## config.mk

```make
export PLATFORM = sky130hd
export DESIGN_NAME = fp_issue_ctrl_flat
export DESIGN_NICKNAME = d
export VERILOG_FILES = /design/src/rtl/fp_issue_ctrl_pkg.sv /design/src/rtl/fp_issue_ctrl_if.sv /design/src/rtl/fp_issue_ctrl_lat_counter.sv /design/src/rtl/fp_issue_ctrl.sv /design/src/flat_wrapper.sv
export SDC_FILE = /design/constraint.sdc
export NUM_CORES = 1
export LEC_CHECK = 0
export ABC_AREA = 0
export CORE_MARGIN = 10
export CORE_UTILIZATION = 40
export CTS_CLUSTER_DIAMETER = 80
export DETAILED_ROUTE_END_ITERATION = 10
export GPL_TIMING_DRIVEN = 0
export PLACE_DENSITY = 0.68
export RECOVER_POWER = 100
export SYNTH_ARGS = -nofsm -noshare
export SYNTH_HDL_FRONTEND = slang
export SYNTH_SLANG_ARGS = --single-unit
```

## constraint.sdc

```tcl
create_clock -name clk -period 4.6 [get_ports clk]
set_clock_uncertainty 0.05 [all_clocks]
set_input_delay 0.92 -clock clk [delete_from_list [all_inputs] [get_ports clk]]
set_output_delay 0.92 -clock clk [all_outputs]
set_load 0.05 [all_outputs]
```

## src/rtl/fp_issue_ctrl_pkg.sv

```systemverilog
// -----------------------------------------------------------------------------
// fp_issue_ctrl_pkg
// Shared definitions for the FP issue controller:
//   - FP op encodings carried on FPOpTypeE / FPUOp
//   - controller state encoding
//   - default per-op latencies
//   - lat_sel(): maps an op code to its FPU latency
// -----------------------------------------------------------------------------
package fp_issue_ctrl_pkg;

    // FP op encodings as seen on FPOpTypeE / FPUOp
    localparam logic [1:0] FP_ADD = 2'b00;
    localparam logic [1:0] FP_SUB = 2'b01;
    localparam logic [1:0] FP_MUL = 2'b10;
    localparam logic [1:0] FP_DIV = 2'b11;

    // Default FPU latencies (cycles from start to result-valid)
    localparam int LAT_ADD_DEF = 3;
    localparam int LAT_MUL_DEF = 4;
    localparam int LAT_DIV_DEF = 12;
    localparam int CNT_W_DEF   = 5;

    typedef enum logic [1:0] {
        ST_IDLE = 2'b00,
        ST_EXEC = 2'b01,
        ST_DONE = 2'b10
    } state_t;

    // Select the FPU latency for an op; FSUB shares the adder pipeline.
    function automatic int lat_sel(input logic [1:0] op,
                                   input int         lat_add,
                                   input int         lat_mul,
                                   input int         lat_div);
        int lat;
        case (op)
            FP_ADD:  lat = lat_add;
            FP_SUB:  lat = lat_add;
            FP_MUL:  lat = lat_mul;
            FP_DIV:  lat = lat_div;
            default: lat = lat_add;
        endcase
        return lat;
    endfunction

endpackage : fp_issue_ctrl_pkg

```

## src/rtl/fp_issue_ctrl_if.sv

```systemverilog
// -----------------------------------------------------------------------------
// fp_issue_ctrl_if
// Bundle between the EX stage / hazard unit / FPU and the FP issue controller.
//   Pipeline -> controller : FPOpE, FPOpTypeE, FRdE, KillFP
//   Controller -> pipeline : FPUStart, FPUOp, StallFP, FPResultValid,
//                            FPRdOut, FPBusy
// The master modport is the pipeline side, the slave modport is the
// controller.
// -----------------------------------------------------------------------------
interface fp_issue_ctrl_if;

    logic       FPOpE;
    logic [1:0] FPOpTypeE;
    logic [4:0] FRdE;
    logic       KillFP;

    logic       FPUStart;
    logic [1:0] FPUOp;
    logic       StallFP;
    logic       FPResultValid;
    logic [4:0] FPRdOut;
    logic       FPBusy;

    modport master (
        output FPOpE,
        output FPOpTypeE,
        output FRdE,
        output KillFP,
        input  FPUStart,
        input  FPUOp,
        input  StallFP,
        input  FPResultValid,
        input  FPRdOut,
        input  FPBusy
    );

    modport slave (
        input  FPOpE,
        input  FPOpTypeE,
        input  FRdE,
        input  KillFP,
        output FPUStart,
        output FPUOp,
        output StallFP,
        output FPResultValid,
        output FPRdOut,
        output FPBusy
    );

endinterface : fp_issue_ctrl_if

```

## src/rtl/fp_issue_ctrl_lat_counter.sv

```systemverilog
// -----------------------------------------------------------------------------
// fp_issue_ctrl_lat_counter
// Down-counter timing the FPU latency.
//   clk        in   clock, rising edge
//   reset      in   synchronous, active-high; clears the count
//   load_i     in   load load_val_i (start of an op)
//   load_val_i in   CNT_W value to load (LAT-1)
//   dec_i      in   decrement by one
//   clr_i      in   clear the count (op aborted)
//   last_o     out  count == 1: the current EXEC cycle is the last one
// -----------------------------------------------------------------------------
module fp_issue_ctrl_lat_counter #(
    parameter int CNT_W = 5
) (
    input  logic             clk,
    input  logic             reset,
    input  logic             load_i,
    input  logic [CNT_W-1:0] load_val_i,
    input  logic             dec_i,
    input  logic             clr_i,
    output logic             last_o
);

    localparam logic [CNT_W-1:0] CNT_ONE  = {{(CNT_W-1){1'b0}}, 1'b1};
    localparam logic [CNT_W-1:0] CNT_ZERO = {CNT_W{1'b0}};

    logic [CNT_W-1:0] cnt_q;
    logic [CNT_W-1:0] cnt_d;

    // Next-count selection; clear has priority over load, load over decrement.
    always_comb begin
        cnt_d = cnt_q;
        if (clr_i) begin
            cnt_d = CNT_ZERO;
        end else if (load_i) begin
            cnt_d = load_val_i;
        end else if (dec_i) begin
            cnt_d = cnt_q - CNT_ONE;
        end else begin
            cnt_d = cnt_q;
        end
    end

    // Count register with synchronous reset.
    always_ff @(posedge clk) begin
        if (reset) begin
            cnt_q <= CNT_ZERO;
        end else begin
            cnt_q <= cnt_d;
        end
    end

    assign last_o = (cnt_q == CNT_ONE);

endmodule : fp_issue_ctrl_lat_counter

```

## src/rtl/fp_issue_ctrl.sv

```systemverilog
// -----------------------------------------------------------------------------
// fp_issue_ctrl
// Sequences the fixed-latency multi-cycle FPU hanging off the EX stage.
// An FP op in EX (IDLE) gets a one-cycle FPUStart and StallFP is raised for
// exactly LAT cycles; in the following cycle (DONE) FPResultValid pulses with
// the latched destination register, and the FSM returns to IDLE so the next
// op can start one cycle later (issue interval LAT+1).
//   clk    in       clock, rising edge
//   reset  in       synchronous, active-high
//   fp     slave    FPOpE/FPOpTypeE/FRdE/KillFP in,
//                   FPUStart/FPUOp/StallFP/FPResultValid/FPRdOut/FPBusy out
// FPUStart and StallFP are combinational on the start cycle because the
// pipeline must freeze in the very cycle the op is seen in EX. All outputs
// are forced to 0 while reset is asserted.
// -----------------------------------------------------------------------------
module fp_issue_ctrl
    import fp_issue_ctrl_pkg::*;
#(
    parameter int LAT_ADD = LAT_ADD_DEF,
    parameter int LAT_MUL = LAT_MUL_DEF,
    parameter int LAT_DIV = LAT_DIV_DEF,
    parameter int CNT_W   = CNT_W_DEF
) (
    input  logic           clk,
    input  logic           reset,
    fp_issue_ctrl_if.slave fp
);

    state_t           state_q;
    state_t           state_d;
    logic [1:0]       op_q;
    logic [1:0]       op_d;
    logic [4:0]       rd_q;
    logic [4:0]       rd_d;

    logic             start_s;
    logic             stall_s;
    logic             valid_s;
    logic [1:0]       op_out_s;
    logic [4:0]       rd_out_s;
    logic             cnt_load_s;
    logic             cnt_dec_s;
    logic             cnt_clr_s;
    logic             cnt_last_s;
    logic [CNT_W-1:0] cnt_init_s;

    // Counter preload is LAT-1: the start cycle itself is the first stall cycle.
    always_comb begin
        cnt_init_s = CNT_W'(lat_sel(fp.FPOpTypeE, LAT_ADD, LAT_MUL, LAT_DIV) - 32'sd1);
    end

    fp_issue_ctrl_lat_counter #(
        .CNT_W (CNT_W)
    ) u_lat_counter (
        .clk        (clk),
        .reset      (reset),
        .load_i     (cnt_load_s),
        .load_val_i (cnt_init_s),
        .dec_i      (cnt_dec_s),
        .clr_i      (cnt_clr_s),
        .last_o     (cnt_last_s)
    );

    // Next-state and output decode.
    always_comb begin
        state_d    = state_q;
        op_d       = op_q;
        rd_d       = rd_q;
        start_s    = 1'b0;
        stall_s    = 1'b0;
        valid_s    = 1'b0;
        op_out_s   = 2'b00;
        rd_out_s   = 5'd0;
        cnt_load_s = 1'b0;
        cnt_dec_s  = 1'b0;
        cnt_clr_s  = 1'b0;
        case (state_q)
            ST_IDLE: begin
                if (fp.FPOpE && !fp.KillFP) begin
                    start_s    = 1'b1;
                    stall_s    = 1'b1;
                    op_out_s   = fp.FPOpTypeE;
                    rd_out_s   = fp.FRdE;
                    op_d       = fp.FPOpTypeE;
                    rd_d       = fp.FRdE;
                    cnt_load_s = 1'b1;
                    state_d    = ST_EXEC;
                end else begin
                    state_d    = ST_IDLE;
                end
            end
            ST_EXEC: begin
                op_out_s = op_q;
                rd_out_s = rd_q;
                if (fp.KillFP) begin
                    // Abort: release the pipeline this cycle, never report a result.
                    cnt_clr_s = 1'b1;
                    state_d   = ST_IDLE;
                end else if (cnt_last_s) begin
                    stall_s   = 1'b1;
                    state_d   = ST_DONE;
                end else begin
                    stall_s   = 1'b1;
                    cnt_dec_s = 1'b1;
                    state_d   = ST_EXEC;
                end
            end
            ST_DONE: begin
                // The retiring op still sits in EX with FPOpE high; it must not
                // restart, and a late KillFP cannot revoke the committed result.
                op_out_s = op_q;
                rd_out_s = rd_q;
                valid_s  = 1'b1;
                state_d  = ST_IDLE;
            end
            default: begin
                state_d = ST_IDLE;
            end
        endcase
    end

    // State and latched op/rd registers with synchronous reset.
    always_ff @(posedge clk) begin
        if (reset) begin
            state_q <= ST_IDLE;
            op_q    <= 2'b00;
            rd_q    <= 5'd0;
        end else begin
            state_q <= state_d;
            op_q    <= op_d;
            rd_q    <= rd_d;
        end
    end

    assign fp.FPUStart      = start_s & ~reset;
    assign fp.StallFP       = stall_s & ~reset;
    assign fp.FPResultValid = valid_s & ~reset;
    assign fp.FPUOp         = reset ? 2'b00 : op_out_s;
    assign fp.FPRdOut       = reset ? 5'd0  : rd_out_s;
    assign fp.FPBusy        = (state_q != ST_IDLE) & ~reset;

endmodule : fp_issue_ctrl

```

## src/flat_wrapper.sv

```systemverilog
// flat-port wrapper written by rule: the top's interface ports become plain ports
module fp_issue_ctrl_flat import fp_issue_ctrl_pkg::*;
#(
    parameter int LAT_ADD = LAT_ADD_DEF,
    parameter int LAT_MUL = LAT_MUL_DEF,
    parameter int LAT_DIV = LAT_DIV_DEF,
    parameter int CNT_W   = CNT_W_DEF
)
  (clk, reset, fp_FPOpE, fp_FPOpTypeE, fp_FRdE, fp_KillFP, fp_FPUStart, fp_FPUOp, fp_StallFP, fp_FPResultValid, fp_FPRdOut, fp_FPBusy);
  fp_issue_ctrl_if fp_i ();
  input  logic clk;
  input  logic reset;
  input wire logic [$bits(fp_i.FPOpE)-1:0] fp_FPOpE;
  input wire logic [$bits(fp_i.FPOpTypeE)-1:0] fp_FPOpTypeE;
  input wire logic [$bits(fp_i.FRdE)-1:0] fp_FRdE;
  input wire logic [$bits(fp_i.KillFP)-1:0] fp_KillFP;
  output wire logic [$bits(fp_i.FPUStart)-1:0] fp_FPUStart;
  output wire logic [$bits(fp_i.FPUOp)-1:0] fp_FPUOp;
  output wire logic [$bits(fp_i.StallFP)-1:0] fp_StallFP;
  output wire logic [$bits(fp_i.FPResultValid)-1:0] fp_FPResultValid;
  output wire logic [$bits(fp_i.FPRdOut)-1:0] fp_FPRdOut;
  output wire logic [$bits(fp_i.FPBusy)-1:0] fp_FPBusy;
  assign fp_i.FPOpE = fp_FPOpE;
  assign fp_i.FPOpTypeE = fp_FPOpTypeE;
  assign fp_i.FRdE = fp_FRdE;
  assign fp_i.KillFP = fp_KillFP;
  assign fp_FPUStart = fp_i.FPUStart;
  assign fp_FPUOp = fp_i.FPUOp;
  assign fp_StallFP = fp_i.StallFP;
  assign fp_FPResultValid = fp_i.FPResultValid;
  assign fp_FPRdOut = fp_i.FPRdOut;
  assign fp_FPBusy = fp_i.FPBusy;
  fp_issue_ctrl #(.LAT_ADD(LAT_ADD), .LAT_MUL(LAT_MUL), .LAT_DIV(LAT_DIV), .CNT_W(CNT_W)) u_core (.clk(clk), .reset(reset), .fp(fp_i));
endmodule
```

==> results.json <==
{
  "hold_slack_ns": 0.4099,
  "critPathRequiredTime_ns": 3.63,
  "hp-class": "reg2reg",
  "io_buffers": 21,
  "cts_tree": "done",
  "place.gp.congestion": 0.7299,
  "n_antenna_cell": 0,
  "path_cells": "dlygate4sd3_1, or2_1, clkbuf_1, clkbuf_1, a21oi_1, dlygate4sd3_1",
  "hold_path_end": "u_core.op_q[1]",
  "finish.utilization_pct": 57.89,
  "tns_ns": 0,
  "synth.most_common_cell": "nand2_1",
  "avgRoutedWirePerCell_um": 12.92,
  "n_fill_cell": 169,
  "area_delta_synth_final_pct": 34.36,
  "cts-htree-levels": 1,
  "cts_root_buffer": "clkbuf_4",
  "p_leak_nw": 0.3993,
  "grt_pass1_wl_um": 3208,
  "timing.final.crit_share_pct": 92.55,
  "rows": 15,
  "syn_nets": 116,
  "hold_buffers": 0,
  "hold_start": "u_core.op_q[1]",
  "dp_hpwl_um": 1485,
  "slew_violations": 0,
  "crit_fanout": 10,
  "final_area_um2": 1032,
  "ir_drop_uv": 147.1,
  "tightest_slew_ns": 0.6060,
  "post_cts_resized": 0,
  "cp_slowest_cell": "dlygate4sd3_1",
  "drc": 0,
  "numCtsBuffers": 3,
  "async_flop_share_pct": 0,
  "grt_max_degree": 11,
  "clock_tree.buffer_depth": 2,
  "setup_violations": 0,
  "antenna_found_initial": 0,
  "relSlewSlack_pct": 59.45,
  "period_needed_ns": 4.257,
  "cts_sinks": 14,
  "hold_depth": 2,
  "post-synth-top-area-cell": "dfxtp_1",
  "totalWireLength_um": 1925,
  "grt_use_total_pct": 9.809,
  "max_stage_delay_ns": 0.89,
  "coreArea_um2": 1783,
  "yosys.area.top_type_share_pct": 36.48,
  "nets": 142,
  "rsz0062_at_grt": "no",
  "dp_worst_setup_slack_ns": 0.5214,
  "placed_cell_area_um2": 1010,
  "hold_violations": 0,
  "die_h_um": 63.83,
  "rrSetupSlack_ns": 2.71,
  "postRouteAntennaNets": 0,
  "end_kind": "primary output",
  "synthTopCellsByCount": "25 x nand2_1, 18 x a21oi_1, 14 x dfxtp_1",
  "status": "complete, no violations",
  "p_per_area_nw_per_um2": 275.3,
  "postSynthAreaPerCell_um2": 7.760,
  "ys_seq_elements": 14,
  "drtIter0Drc": 17,
  "routed_via_density": 5.107,
  "critPathLaunchType": "input port",
  "final.setup.worst_slack_ns": 0.3425,
  "cp.arrival_ns": 3.29,
  "route.vias.total": 761,
  "clk_pin_slew_ns": 0.09,
  "synth_edf_count": 0,
  "r2r-start": "u_core.state_q[0]",
  "rr_worst_depth": 8,
  "io_pins": 22,
  "power_mw": 0.2842,
  "synthTopCellsByArea": "dfxtp_1 36%, nand2_1 12%, a21oi_1 12%",
  "critPathKind": "in2out",
  "syn_inst": 99,
  "start_util_pct": 43.09,
  "ys_dominant_reg_cell": "dfxtp_1",
  "die_w_um": 63.83,
  "fin_cells": 149,
  "worst_r2r_endpoint": "u_core.u_lat_counter.cnt_q[4]",
  "first_global_vias": 730,
  "yosysWarningCount": 0,
  "ys_seq_area_share_pct": 36.48,
  "dieArea_um2": 4074,
  "dp.cells": 145,
  "layout-drive-gt1-share_pct": 6.452,
  "ys_types": 25,
  "overflow": 0,
  "maxCapViolCount": 0,
  "post-cts-setup-buffer-count": 0,
  "netlist_area_um2": 768.2,
  "fmax_mhz": 234.9,
  "dr.pass1.iters": 4,
  "clk_latency_ns": 0.29
}
## where the power goes
group | switching (mW) | internal, mW
registers | 0.00458 | 0.127
logic | 0.0360 | 0.0243
clock network | 0.0436 | 0.0482
total | 0.0841 | 0.200
## cell usage in the layout, fill, tap and decap left out, types with 3 or more instances in the layout
| cell type | synthesis | routed |
|---|---|---|
| clkbuf_4 | 0 | 3 |
| a21oi_1 | 18 | 18 |
| nor2_1 | 6 | 6 |
| ha_1 | 6 | 6 |
| dlygate4sd3_1 | 0 | 12 |
| clkdlybuf4s50_1 | 0 | 9 |
| nand2_1 | 25 | 25 |
| inv_1 | 4 | 4 |
| clkbuf_1 | 3 | 4 |
| dfxtp_1 | 14 | 14 |
## final cells by class
cell class | instances | area [µm²] | area share [%]
Buffer | 4 | 15.01 | 1.455
Clock buffer | 4 | 36.28 | 3.515
Tap cell | 25 | 31.28 | 3.030
Inverter | 4 | 15.01 | 1.455
Sequential cell | 14 | 280.3 | 27.15
Timing Repair Buffer | 21 | 210.2 | 20.36
Multi-Input combinational cell | 77 | 444.2 | 43.03
## cell families after synthesis
group / synth area share, %
xor gates and xnor gates: 2.281
adders and majority gates: 9.772
buffers and inverters: 4.885
AOI/OAI and AO/OA: 20.69
DFF: 36.48
and+or+nand+nor: 25.90
## worst max path at each step
stage	slack, ns	cells after the start	endpoint	from
detailed placement	0.52	5	fp_FPRdOut[0]	fp_KillFP
finish	0.34	6	fp_StallFP	fp_KillFP
global placement	0.51	5	fp_FPUOp[0]	fp_KillFP
floorplan	1.42	5	fp_StallFP	fp_FPOpE
global route	0.21	6	fp_StallFP	fp_KillFP
CTS	0.51	5	fp_FPRdOut[0]	fp_KillFP
## critical path: cells and delay by family
kind	cells	cell delay, ns
buf+inv	4	1.93
simple gates	1	0.25
compound gates	1	0.18
## registers in the layout (all words and copies together) (netlist names)
| name | count |
|---|---|
| u_core.rd_q | 5 |
| u_core.u_lat_counter.cnt_q | 5 |
| u_core.op_q | 2 |
| u_core.state_q | 2 |
## metal layers
layer  global-route usage [%]  wire length [µm]
met2                    14.55               848
met3                    2.613               107
met5                        0                 0
met1                    11.78               910
met4                    7.377                58
Power figures use the tool's default switching activity.
